## config.mk

```make
export PLATFORM = sky130hd
export DESIGN_NAME = fwd_operand_stage_flat
export DESIGN_NICKNAME = d
export VERILOG_FILES = /design/src/rtl/fwd_operand_stage_if.sv /design/src/rtl/fwd_operand_stage.sv /design/src/flat_wrapper.sv
export SDC_FILE = /design/constraint.sdc
export NUM_CORES = 1
export LEC_CHECK = 0
export BUFFER_PORTS_ARGS = -buffer_cell sky130_fd_sc_hd__buf_2
export CAP_MARGIN = 20
export CORE_MARGIN = 5
export CORE_UTILIZATION = 43
export CTS_CLUSTER_SIZE = 8
export DETAILED_ROUTE_END_ITERATION = 8
export HOLD_SLACK_MARGIN = 0.06
export PLACE_DENSITY = 0.79
export SLEW_MARGIN = 5
export SYNTH_ARGS = -nofsm -noshare
export SYNTH_HDL_FRONTEND = slang
export SYNTH_SLANG_ARGS = --single-unit
```

## constraint.sdc

```tcl
create_clock -name clk_i -period 3 [get_ports clk_i]
set_input_delay 0.15 -clock clk_i [delete_from_list [all_inputs] [get_ports clk_i]]
set_output_delay 0.15 -clock clk_i [all_outputs]
set_load 0.005 [all_outputs]
```

## src/rtl/fwd_operand_stage_if.sv

```systemverilog
// Decode / producer-stage / execute-register bundle for the operand forwarding stage.
// The master side (decode, pipeline stages, bench) drives requests and stage results;
// the slave side (fwd_operand_stage) returns the handshake and the execute register.
interface fwd_operand_stage_if #(
   parameter int DATA_W  = 32,
   parameter int REG_AW  = 5,
   parameter int NUM_SRC = 2,
   parameter int DEPTH   = 3,
   parameter int SELW    = $clog2(DEPTH + 1)
);
   logic                      id_valid_i;
   logic                      id_ready_o;
   logic [NUM_SRC*REG_AW-1:0] id_rs_i;
   logic [NUM_SRC*DATA_W-1:0] id_rf_data_i;
   logic [REG_AW-1:0]         id_rd_i;
   logic                      id_we_i;
   logic [DEPTH*DATA_W-1:0]   stg_data_i;
   logic [DEPTH-1:0]          stg_ready_i;
   logic                      hold_i;
   logic                      ex_valid_o;
   logic [NUM_SRC*DATA_W-1:0] ex_op_o;
   logic [REG_AW-1:0]         ex_rd_o;
   logic                      ex_we_o;
   logic [NUM_SRC*SELW-1:0]   fwd_sel_o;
   logic [15:0]               hazard_cnt_o;

   modport master (
      output id_valid_i, id_rs_i, id_rf_data_i, id_rd_i, id_we_i,
             stg_data_i, stg_ready_i, hold_i,
      input  id_ready_o, ex_valid_o, ex_op_o, ex_rd_o, ex_we_o,
             fwd_sel_o, hazard_cnt_o
   );

   modport slave (
      input  id_valid_i, id_rs_i, id_rf_data_i, id_rd_i, id_we_i,
             stg_data_i, stg_ready_i, hold_i,
      output id_ready_o, ex_valid_o, ex_op_o, ex_rd_o, ex_we_o,
             fwd_sel_o, hazard_cnt_o
   );
endinterface

```

## src/rtl/fwd_operand_stage.sv

```systemverilog
// Operand forwarding stage on the decode-to-execute boundary. A shift-register
// scoreboard remembers {valid, we, rd} of the last DEPTH issued instructions
// (entry 0 = EX, then MEM, WB). Each source takes the youngest matching producer's
// result, or the register file when nothing in flight writes it. A match whose
// result is not yet final stalls decode; every stalled edge bumps a saturating counter.
module fwd_operand_stage #(
   parameter int DATA_W  = 32,
   parameter int REG_AW  = 5,
   parameter int NUM_SRC = 2,
   parameter int DEPTH   = 3,
   parameter int SELW    = $clog2(DEPTH + 1)
) (
   input logic                clk_i,
   input logic                rst_i,
   fwd_operand_stage_if.slave bus
);

   // scoreboard, index 0 is the youngest entry (mirrors the execute register)
   logic [DEPTH-1:0]          sb_valid_r;
   logic [DEPTH-1:0]          sb_we_r;
   logic [REG_AW-1:0]         sb_rd_r [DEPTH];

   // per-source resolution
   logic [REG_AW-1:0]         rs_s    [NUM_SRC];
   logic [SELW-1:0]           sel_s   [NUM_SRC];
   logic [DATA_W-1:0]         opnd_s  [NUM_SRC];
   logic [NUM_SRC-1:0]        found_s;
   logic [NUM_SRC-1:0]        blk_s;
   logic [NUM_SRC*DATA_W-1:0] op_flat_s;
   logic [NUM_SRC*SELW-1:0]   sel_flat_s;

   logic                      hazard_s;
   logic                      ready_s;
   logic                      accept_s;

   // execute-stage register
   logic                      ex_valid_r;
   logic [NUM_SRC*DATA_W-1:0] ex_op_r;
   logic [REG_AW-1:0]         ex_rd_r;
   logic                      ex_we_r;
   logic [NUM_SRC*SELW-1:0]   fwd_sel_r;
   logic [15:0]               hazard_cnt_r;

   // Resolve every source independently: the lowest matching entry (youngest producer) wins, x0 never matches
   always_comb begin
      for (int s = 0; s < NUM_SRC; s++) begin
         rs_s[s]    = bus.id_rs_i[s*REG_AW +: REG_AW];
         sel_s[s]   = {SELW{1'b0}};
         opnd_s[s]  = bus.id_rf_data_i[s*DATA_W +: DATA_W];
         found_s[s] = 1'b0;
         blk_s[s]   = 1'b0;
         for (int k = 0; k < DEPTH; k++) begin
            if (!found_s[s] && (rs_s[s] != {REG_AW{1'b0}}) && sb_valid_r[k] &&
                sb_we_r[k] && (sb_rd_r[k] == rs_s[s])) begin
               found_s[s] = 1'b1;
               sel_s[s]   = SELW'(k + 1);
               opnd_s[s]  = bus.stg_data_i[k*DATA_W +: DATA_W];
               blk_s[s]   = !bus.stg_ready_i[k];
            end else begin
               found_s[s] = found_s[s];
            end
         end
      end
   end

   // Pack the per-source operands and select codes into the execute-register layout
   always_comb begin
      op_flat_s  = {(NUM_SRC*DATA_W){1'b0}};
      sel_flat_s = {(NUM_SRC*SELW){1'b0}};
      for (int s = 0; s < NUM_SRC; s++) begin
         op_flat_s[s*DATA_W +: DATA_W] = opnd_s[s];
         sel_flat_s[s*SELW +: SELW]    = sel_s[s];
      end
   end

   // Hazard only counts while decode really offers an instruction; hold beats everything
   always_comb begin
      hazard_s = bus.id_valid_i && (|blk_s);
      ready_s  = !bus.hold_i && !hazard_s;
      accept_s = bus.id_valid_i && ready_s;
   end

   // Scoreboard advance: shift toward WB on every non-held edge, oldest entry retires into the register file
   always_ff @(posedge clk_i or posedge rst_i) begin
      if (rst_i) begin
         sb_valid_r <= {DEPTH{1'b0}};
         sb_we_r    <= {DEPTH{1'b0}};
         for (int k = 0; k < DEPTH; k++) begin
            sb_rd_r[k] <= {REG_AW{1'b0}};
         end
      end else if (!bus.hold_i) begin
         for (int k = DEPTH - 1; k > 0; k--) begin
            sb_valid_r[k] <= sb_valid_r[k-1];
            sb_we_r[k]    <= sb_we_r[k-1];
            sb_rd_r[k]    <= sb_rd_r[k-1];
         end
         sb_valid_r[0] <= accept_s;
         sb_we_r[0]    <= accept_s && bus.id_we_i;
         sb_rd_r[0]    <= accept_s ? bus.id_rd_i : {REG_AW{1'b0}};
      end
   end

   // Execute register: load the accepted instruction with its resolved operands, otherwise insert a bubble
   always_ff @(posedge clk_i or posedge rst_i) begin
      if (rst_i) begin
         ex_valid_r <= 1'b0;
         ex_op_r    <= {(NUM_SRC*DATA_W){1'b0}};
         ex_rd_r    <= {REG_AW{1'b0}};
         ex_we_r    <= 1'b0;
         fwd_sel_r  <= {(NUM_SRC*SELW){1'b0}};
      end else if (!bus.hold_i) begin
         if (accept_s) begin
            ex_valid_r <= 1'b1;
            ex_op_r    <= op_flat_s;
            ex_rd_r    <= bus.id_rd_i;
            ex_we_r    <= bus.id_we_i;
            fwd_sel_r  <= sel_flat_s;
         end else begin
            ex_valid_r <= 1'b0;
            ex_op_r    <= {(NUM_SRC*DATA_W){1'b0}};
            ex_rd_r    <= {REG_AW{1'b0}};
            ex_we_r    <= 1'b0;
            fwd_sel_r  <= {(NUM_SRC*SELW){1'b0}};
         end
      end
   end

   // Stall-cycle counter, saturating so a long stall can never wrap back to a small value
   always_ff @(posedge clk_i or posedge rst_i) begin
      if (rst_i) begin
         hazard_cnt_r <= 16'h0000;
      end else if (hazard_s && !bus.hold_i && (hazard_cnt_r != 16'hFFFF)) begin
         hazard_cnt_r <= hazard_cnt_r + 16'd1;
      end
   end

   assign bus.id_ready_o   = ready_s;
   assign bus.ex_valid_o   = ex_valid_r;
   assign bus.ex_op_o      = ex_op_r;
   assign bus.ex_rd_o      = ex_rd_r;
   assign bus.ex_we_o      = ex_we_r;
   assign bus.fwd_sel_o    = fwd_sel_r;
   assign bus.hazard_cnt_o = hazard_cnt_r;

endmodule

```

## src/flat_wrapper.sv

```systemverilog
// flat-port wrapper written by rule: the top's interface ports become plain ports
module fwd_operand_stage_flat 
#(
   parameter int DATA_W  = 32,
   parameter int REG_AW  = 5,
   parameter int NUM_SRC = 2,
   parameter int DEPTH   = 3,
   parameter int SELW    = $clog2(DEPTH + 1)
)
  (clk_i, rst_i, bus_id_valid_i, bus_id_rs_i, bus_id_rf_data_i, bus_id_rd_i, bus_id_we_i, bus_stg_data_i, bus_stg_ready_i, bus_hold_i, bus_id_ready_o, bus_ex_valid_o, bus_ex_op_o, bus_ex_rd_o, bus_ex_we_o, bus_fwd_sel_o, bus_hazard_cnt_o);
  fwd_operand_stage_if #(.DATA_W(DATA_W), .REG_AW(REG_AW), .NUM_SRC(NUM_SRC), .DEPTH(DEPTH), .SELW(SELW)) bus_i ();
  input logic clk_i;
  input logic rst_i;
  input wire logic [$bits(bus_i.id_valid_i)-1:0] bus_id_valid_i;
  input wire logic [$bits(bus_i.id_rs_i)-1:0] bus_id_rs_i;
  input wire logic [$bits(bus_i.id_rf_data_i)-1:0] bus_id_rf_data_i;
  input wire logic [$bits(bus_i.id_rd_i)-1:0] bus_id_rd_i;
  input wire logic [$bits(bus_i.id_we_i)-1:0] bus_id_we_i;
  input wire logic [$bits(bus_i.stg_data_i)-1:0] bus_stg_data_i;
  input wire logic [$bits(bus_i.stg_ready_i)-1:0] bus_stg_ready_i;
  input wire logic [$bits(bus_i.hold_i)-1:0] bus_hold_i;
  output wire logic [$bits(bus_i.id_ready_o)-1:0] bus_id_ready_o;
  output wire logic [$bits(bus_i.ex_valid_o)-1:0] bus_ex_valid_o;
  output wire logic [$bits(bus_i.ex_op_o)-1:0] bus_ex_op_o;
  output wire logic [$bits(bus_i.ex_rd_o)-1:0] bus_ex_rd_o;
  output wire logic [$bits(bus_i.ex_we_o)-1:0] bus_ex_we_o;
  output wire logic [$bits(bus_i.fwd_sel_o)-1:0] bus_fwd_sel_o;
  output wire logic [$bits(bus_i.hazard_cnt_o)-1:0] bus_hazard_cnt_o;
  assign bus_i.id_valid_i = bus_id_valid_i;
  assign bus_i.id_rs_i = bus_id_rs_i;
  assign bus_i.id_rf_data_i = bus_id_rf_data_i;
  assign bus_i.id_rd_i = bus_id_rd_i;
  assign bus_i.id_we_i = bus_id_we_i;
  assign bus_i.stg_data_i = bus_stg_data_i;
  assign bus_i.stg_ready_i = bus_stg_ready_i;
  assign bus_i.hold_i = bus_hold_i;
  assign bus_id_ready_o = bus_i.id_ready_o;
  assign bus_ex_valid_o = bus_i.ex_valid_o;
  assign bus_ex_op_o = bus_i.ex_op_o;
  assign bus_ex_rd_o = bus_i.ex_rd_o;
  assign bus_ex_we_o = bus_i.ex_we_o;
  assign bus_fwd_sel_o = bus_i.fwd_sel_o;
  assign bus_hazard_cnt_o = bus_i.hazard_cnt_o;
  fwd_operand_stage #(.DATA_W(DATA_W), .REG_AW(REG_AW), .NUM_SRC(NUM_SRC), .DEPTH(DEPTH), .SELW(SELW)) u_core (.clk_i(clk_i), .rst_i(rst_i), .bus(bus_i));
endmodule
```

# --- Word-level counts from Yosys, hierarchy flattened ---
# Index checks and enable logic that the tools add are counted.
# Widths: inputs -> output; s select.
op_classes:
  n_reduce_logical: 40
  add_sub_neg: 1
  n_mux: 27
  n_eq_ne: 7
op_table:
  columns: ["op", "count"]
  rows:
  - ["$mux 32", 6]
  - ["$mux 64", 1]
  - ["$eq 5x5->1", 6]
  - ["$logic_and 1x1->1", 28]
  - ["$add 16x1->16 const B", 1]
  - ["$ne 16x16->1 const B", 1]
  - ["$mux 1", 14]
  - ["$reduce_bool 5->1", 2]
  - ["$logic_not 1->1", 9]
  - ["$mux 2", 4]
  - ["$mux 5", 1]
  - ["$mux 4", 1]
  - ["$reduce_or 2->1", 1]
totals:
  word_cells: 85
  in_bits: 183
  out_inout_bits: 92
  ff_bits: 107

# --- Depth between registers and ports, before layout ---
depth:
  depth_word: 23
  mapped_depth: 10
  depth_no_buf: 8

# --- Worst setup path before layout ---
# OpenSTA, ideal clock, no wires.
synth_path:
  path_type: "reg2reg"
  start: "reg u_core.sb_rd_r[14] (netlist bit)"
  end: "reg u_core.ex_op_r[0], in the netlist u_core.bus.ex_op_o[0]"
  synth_period_minus_slack_ns: 2.417
  t_required_ns: 2.924
  n_path_buf: 2
  setup_time_ns: 0.076
  arrival_time_ns: 2.341
  path_stages_with_launch: 11
  slack_ns: 0.583
  cell_sequence: "dfrtp_1 xor2_1 nor4_2 nand4_2 nand3b_2 a21oi_1 or3_1 or3_1 buf_2 buf_6 o21ai_1"
synth_between:
  elab_chain_cells: 21
  word_cells_on_any_way: 43
  classes_between: "eq/ne (2); mux (14); reduce/logical (27)"
synth_lines:
  columns: ["item", "line", "rtl"]
  rows:
  - ["from (decl)", "fwd_operand_stage.sv:21", "logic [REG_AW-1:0] sb_rd_r [DEPTH];"]
  - ["from (signal, indexed assignment)", "fwd_operand_stage.sv:89", "sb_rd_r[k] <= {REG_AW{1'b0}};"]
  - ["from (signal, indexed assignment)", "fwd_operand_stage.sv:95", "sb_rd_r[k] <= sb_rd_r[k-1];"]
  - ["$eq 5x5->1", "fwd_operand_stage.sv:54", "sb_we_r[k] && (sb_rd_r[k] == rs_s[s])) begin"]
  - ["$logic_and 1x1->1", "fwd_operand_stage.sv:54", null]
  - ["$mux 1", "fwd_operand_stage.sv:53", "if (!found_s[s] && (rs_s[s] != {REG_AW{1'b0}}) && sb_valid_r[k] &&"]
  - ["$logic_not 1->1", "fwd_operand_stage.sv:53", null]
  - ["$logic_and 1x1->1 (3 in a row)", "fwd_operand_stage.sv:53", null]
  - ["$logic_and 1x1->1", "fwd_operand_stage.sv:54", null]
  - ["$mux 1", "fwd_operand_stage.sv:53", null]
  - ["$logic_not 1->1", "fwd_operand_stage.sv:53", null]
  - ["$logic_and 1x1->1 (3 in a row)", "fwd_operand_stage.sv:53", null]
  - ["$logic_and 1x1->1", "fwd_operand_stage.sv:54", null]
  - ["$mux 1", "fwd_operand_stage.sv:53", null]
  - ["$reduce_or 2->1", "fwd_operand_stage.sv:78", "hazard_s = bus.id_valid_i && (|blk_s);"]
  - ["$logic_and 1x1->1", "fwd_operand_stage.sv:78", null]
  - ["$logic_not 1->1", "fwd_operand_stage.sv:79", "ready_s = !bus.hold_i && !hazard_s;"]
  - ["$logic_and 1x1->1", "fwd_operand_stage.sv:79", null]
  - ["$logic_and 1x1->1", "fwd_operand_stage.sv:80", "accept_s = bus.id_valid_i && ready_s;"]
  - ["$mux 64 (*)", "fwd_operand_stage.sv:112", "if (accept_s) begin"]
  - ["to (signal assigned)", "fwd_operand_stage.sv:107", "ex_op_r <= {(NUM_SRC*DATA_W){1'b0}};"]
  - ["to (signal assigned)", "fwd_operand_stage.sv:114", "ex_op_r <= op_flat_s;"]
  - ["to (signal assigned)", "fwd_operand_stage.sv:120", "ex_op_r <= {(NUM_SRC*DATA_W){1'b0}};"]
  - ["to (decl)", "fwd_operand_stage.sv:38", "logic [NUM_SRC*DATA_W-1:0] ex_op_r;"]
# Mark *: on every way between the ends. The rest lies on a longest branch, timed or not.
# A chain may end at the register's enable or synchronous reset.

# --- Final worst setup path ---
layout_path:
  start: "reg u_core.sb_rd_r[10] (netlist bit)"
  end: "reg u_core.ex_op_r[0], in the netlist u_core.bus.ex_op_o[0]"
# Same word-level chain as after synthesis.

==> summary.md <==
| Metric | Value |
|---|---|
| Status | finished clean |
| CTS root buf | clkbuf_16 |
| CP delay by family, top | simple AND/OR/NAND/NOR gates |
| Inst Count DP | 1044 |
| Total global-route track usage | 24.6% |
| Final setup vio count | 0 |
| Post-Synth Adder-Cell Area | less than 1% |
| Cts bufs inserted | 9 |
| Die X | around 130 um |
| # IOs | between 200 and 300 |
| Total gr overflow | 0 |
| CORE AREA | between 0.01 and 0.015 mm2 |
| DR vias | 6132 |
| Die height | 128 um |
| Unrepaired setup endpoints after global routing | false |
| Cell area after synthesis | 0.00594 mm2 |
| Critical path's slowest cell | dfrtp_1 |
| Least-Margin Pin Slew | 0.732 ns |
| Vias in the first global route | 6092 |
| Synth Flop Type | dfrtp_1 |
| Finished Core Util | 56.9% |
| Clock Skews | 0.0112 ns |
| First-pass GRT wire length | 31.9 mm |
| WP data required | 3.26 ns |
| Syn_nets | 814 |
| CP startpoint kind | flip-flop |
| Antenna fix cells | 0 |
| Crit path max fanout | 19 |
| Resized cells post-CTS | 0 |
| Cell Chain, Critical Path | xor2_1, nor4_1, a21boi_1, nand2b_2, a21oi_1, or3_1, or3_1, buf_4, o21ai_1 |
| Share of cells above drive strength 1 | 37.5% |
| Worst path buffer plus inverter count | 1 |
| H-Tree Depth | 3 |
| CP peak stage delay | approximately 0.44 ns |
| Cells after Synth | 630 |
| Largest net degree at the start of global routing | 65 |
| VDD IR-drop max | 0.000236 V |
| Compound-Gate Fraction of Synth Area | 25.8% |
| Avg Cell Area, Syn | 9.44 um2 |
| Clock sinks | between 100 and 150 |
| Data arrival, critical path | 2.98 ns |
| Initial DRC count | 374 |
| Crit path kind | reg -> reg |
| Fin crit period | 2.72 ns |
| Final GP Congestion | 0.898 |
| Commonest non-fill, non-tap cell in the layout | buf_2 |
| Ys Warns | 0 |
| Fmax | 367 MHz |
| Synth cell types | 38 |
| Layout net count | 1066 |
| Max-cap violations | 0 |
| Initial Util | 43.3% |
| Largest family of logic cells by synthesized area | compound AO/OA/AOI/OAI gates |
| Mux share of post-synthesis cell area | 8.23% |
| Die area | ~0.016 mm2 |
| Dpl hpwl | 15.2 mm |
| Fin. max-slew vios | 0 |
| Final-report hold violation count | 0 |
| Hold Crit Class | in -> reg |
| Fraction of registers with async set/reset | 100% |
| Pwr Density | 430 mW/mm2 |
| Synth-to-Final Area Change | 31.4% |
| Sequential element share of the synthesized area | ~44% |
| Final cell count without fillers | around 1.1k |
| IO buf count | 274 |
| Flops & latches, synth | approximately 110 |
| Most used cell, CP | or3_1 |
| DR vias/cell | between 5 and 6 |
| Final Cycle Share | between 90 and 100% |
| Wire per inst | between 15 and 20 um |
| Initial antenna violation count | 0 |
| Clock transition at path regs | 0.07 ns |
| CTS max path bufs | 2 |
| CTS tree | done |
| # DRC | 0 |
| Synth Area in Simple Gates | about a tenth |
| Rel. slew slack | about half |
| CP endpoint kind | flip-flop |
| Total Neg Setup Slack | 0 ns |
| Most frequent cells in the layout | 273 x buf_2, 105 x dfrtp_1, 67 x a21oi_1 |
| Lkg Pwr | 4.07 nW |
| Number of synthesized flops with an enable pin | 0 |
| Rows | 43 |
| Worst skew pair latency | 0.34 ns |
| Routed Antenna Nets | 0 |
| Routed Wire Length | a little over 20 mm |
| DRT Pass-1 Iters | 5 |
| Xor/xnor share of the synthesized area | 6.63% |
## Yosys cell counts, drive strengths merged, types with 4 or more instances
cell	n	area [um2]
buf	16	108
o22ai	64	400
xor2	19	166
nand3	9	50.1
dfrtp	105	2630
nor4	4	37.5
a21oi	67	335
mux2	15	169
nor2	38	143
clkbuf	42	158
nand4	12	81.3
nand2	48	180
mux2i	32	320
a211oi	32	240
nor3	5	30.0
xnor2	26	228
inv	4	15.0
a22o	39	342
o21ai	33	165
and3	4	25.0
## area by class of cell
type / instances / area [um2]
clock buffer: 9 / 225
clock inverter: 6 / 52.6
fill: 1219 / 5910
inverter: 5 / 21.3
multi-input combinational: 462 / 3060
sequential: 105 / 2630
tap: 180 / 225
timing repair buffer: 299 / 1600
## report_power, final
group          leakage [nW]  switching, mW  internal [mW]  total, mW
combinational          2.56          0.317          0.317      0.635
sequential             1.38         0.0900           1.52       1.61
clock                 0.130          0.540          0.571       1.11
total                  4.07          0.948           2.41       3.36
## routing by layer
metal / vias to the layer above / part of all wire, % / GRT usage (%)
met1: 2885 / 40 / 30.9
met5: - / 0 / 0
met2: 341 / 47 / 40.9
li1: 2853 / - / -
met4: 0 / 4.0 / 11.2
met3: 53 / 8.2 / 4.81
## worst reg2reg max path: stages, from the launching register on
cell      delay [ns]
dfrtp_1         0.44
xor2_1          0.18
nor4_1          0.42
a21boi_1        0.22
nand2b_2        0.12
a21oi_1         0.08
or3_1           0.44
or3_1           0.35
buf_4           0.23
o21ai_1         0.17
## kinds of logic after synthesis
family | count (synthesis)
compound gates | 241
xor+xnor | 45
fa+ha+maj | 1
buf+inv | 63
flops | 105
mux | 47
simple gates | 128
## flip-flops by register name, indices dropped and copies added, names as in the netlist
signal,cells
u_core.bus.ex_op_o,64
u_core.sb_rd_r,15
u_core.sb_we_r,3
u_core.bus.fwd_sel_o,4
u_core.sb_valid_r,3
u_core.bus.hazard_cnt_o,16
## path summary, 6_finish.rpt
kind / start / endpoint / slack [ns] / cells after the start
max in group asynchronous: rst_i / u_core.bus.ex_op_o[63] / 1.78 / 4
hold reg to reg: u_core.bus.ex_op_o[7] / u_core.bus.ex_op_o[7] / 0.48 / 2
setup reg to reg: u_core.sb_rd_r[10] / u_core.bus.ex_op_o[0] / 0.28 / 9
hold / removal: bus_stg_data_i[79] / u_core.bus.ex_op_o[15] / 0.1 / 3
min in group asynchronous: rst_i / u_core.sb_rd_r[0] / 0.49 / 3
setup / recovery: u_core.sb_rd_r[10] / u_core.bus.ex_op_o[0] / 0.28 / 9
## stage by stage
step | power, mW | setup slack (ns) | instance area, um2 | hold WS, ns
after floorplan | 1.93 | 0.0895 | 5940 | 0.278
after global placement | 2.26 | 0.355 | 7460 | 0.313
after detailed placement | 2.27 | 0.259 | 7460 | 0.329
after CTS | 3.39 | 0.260 | 7810 | 0.0818
after global routing | 3.51 | 0.0656 | 7810 | 0.105
final | 3.36 | 0.275 | 7810 | 0.0954
## what timing repair did
action	4_1_cts	5_1_grt
hold buffers	7	0
endpoints found under the hold margin	62	0
buffers inserted	0	0
Note: power is estimated with default switching activity, not from simulation.
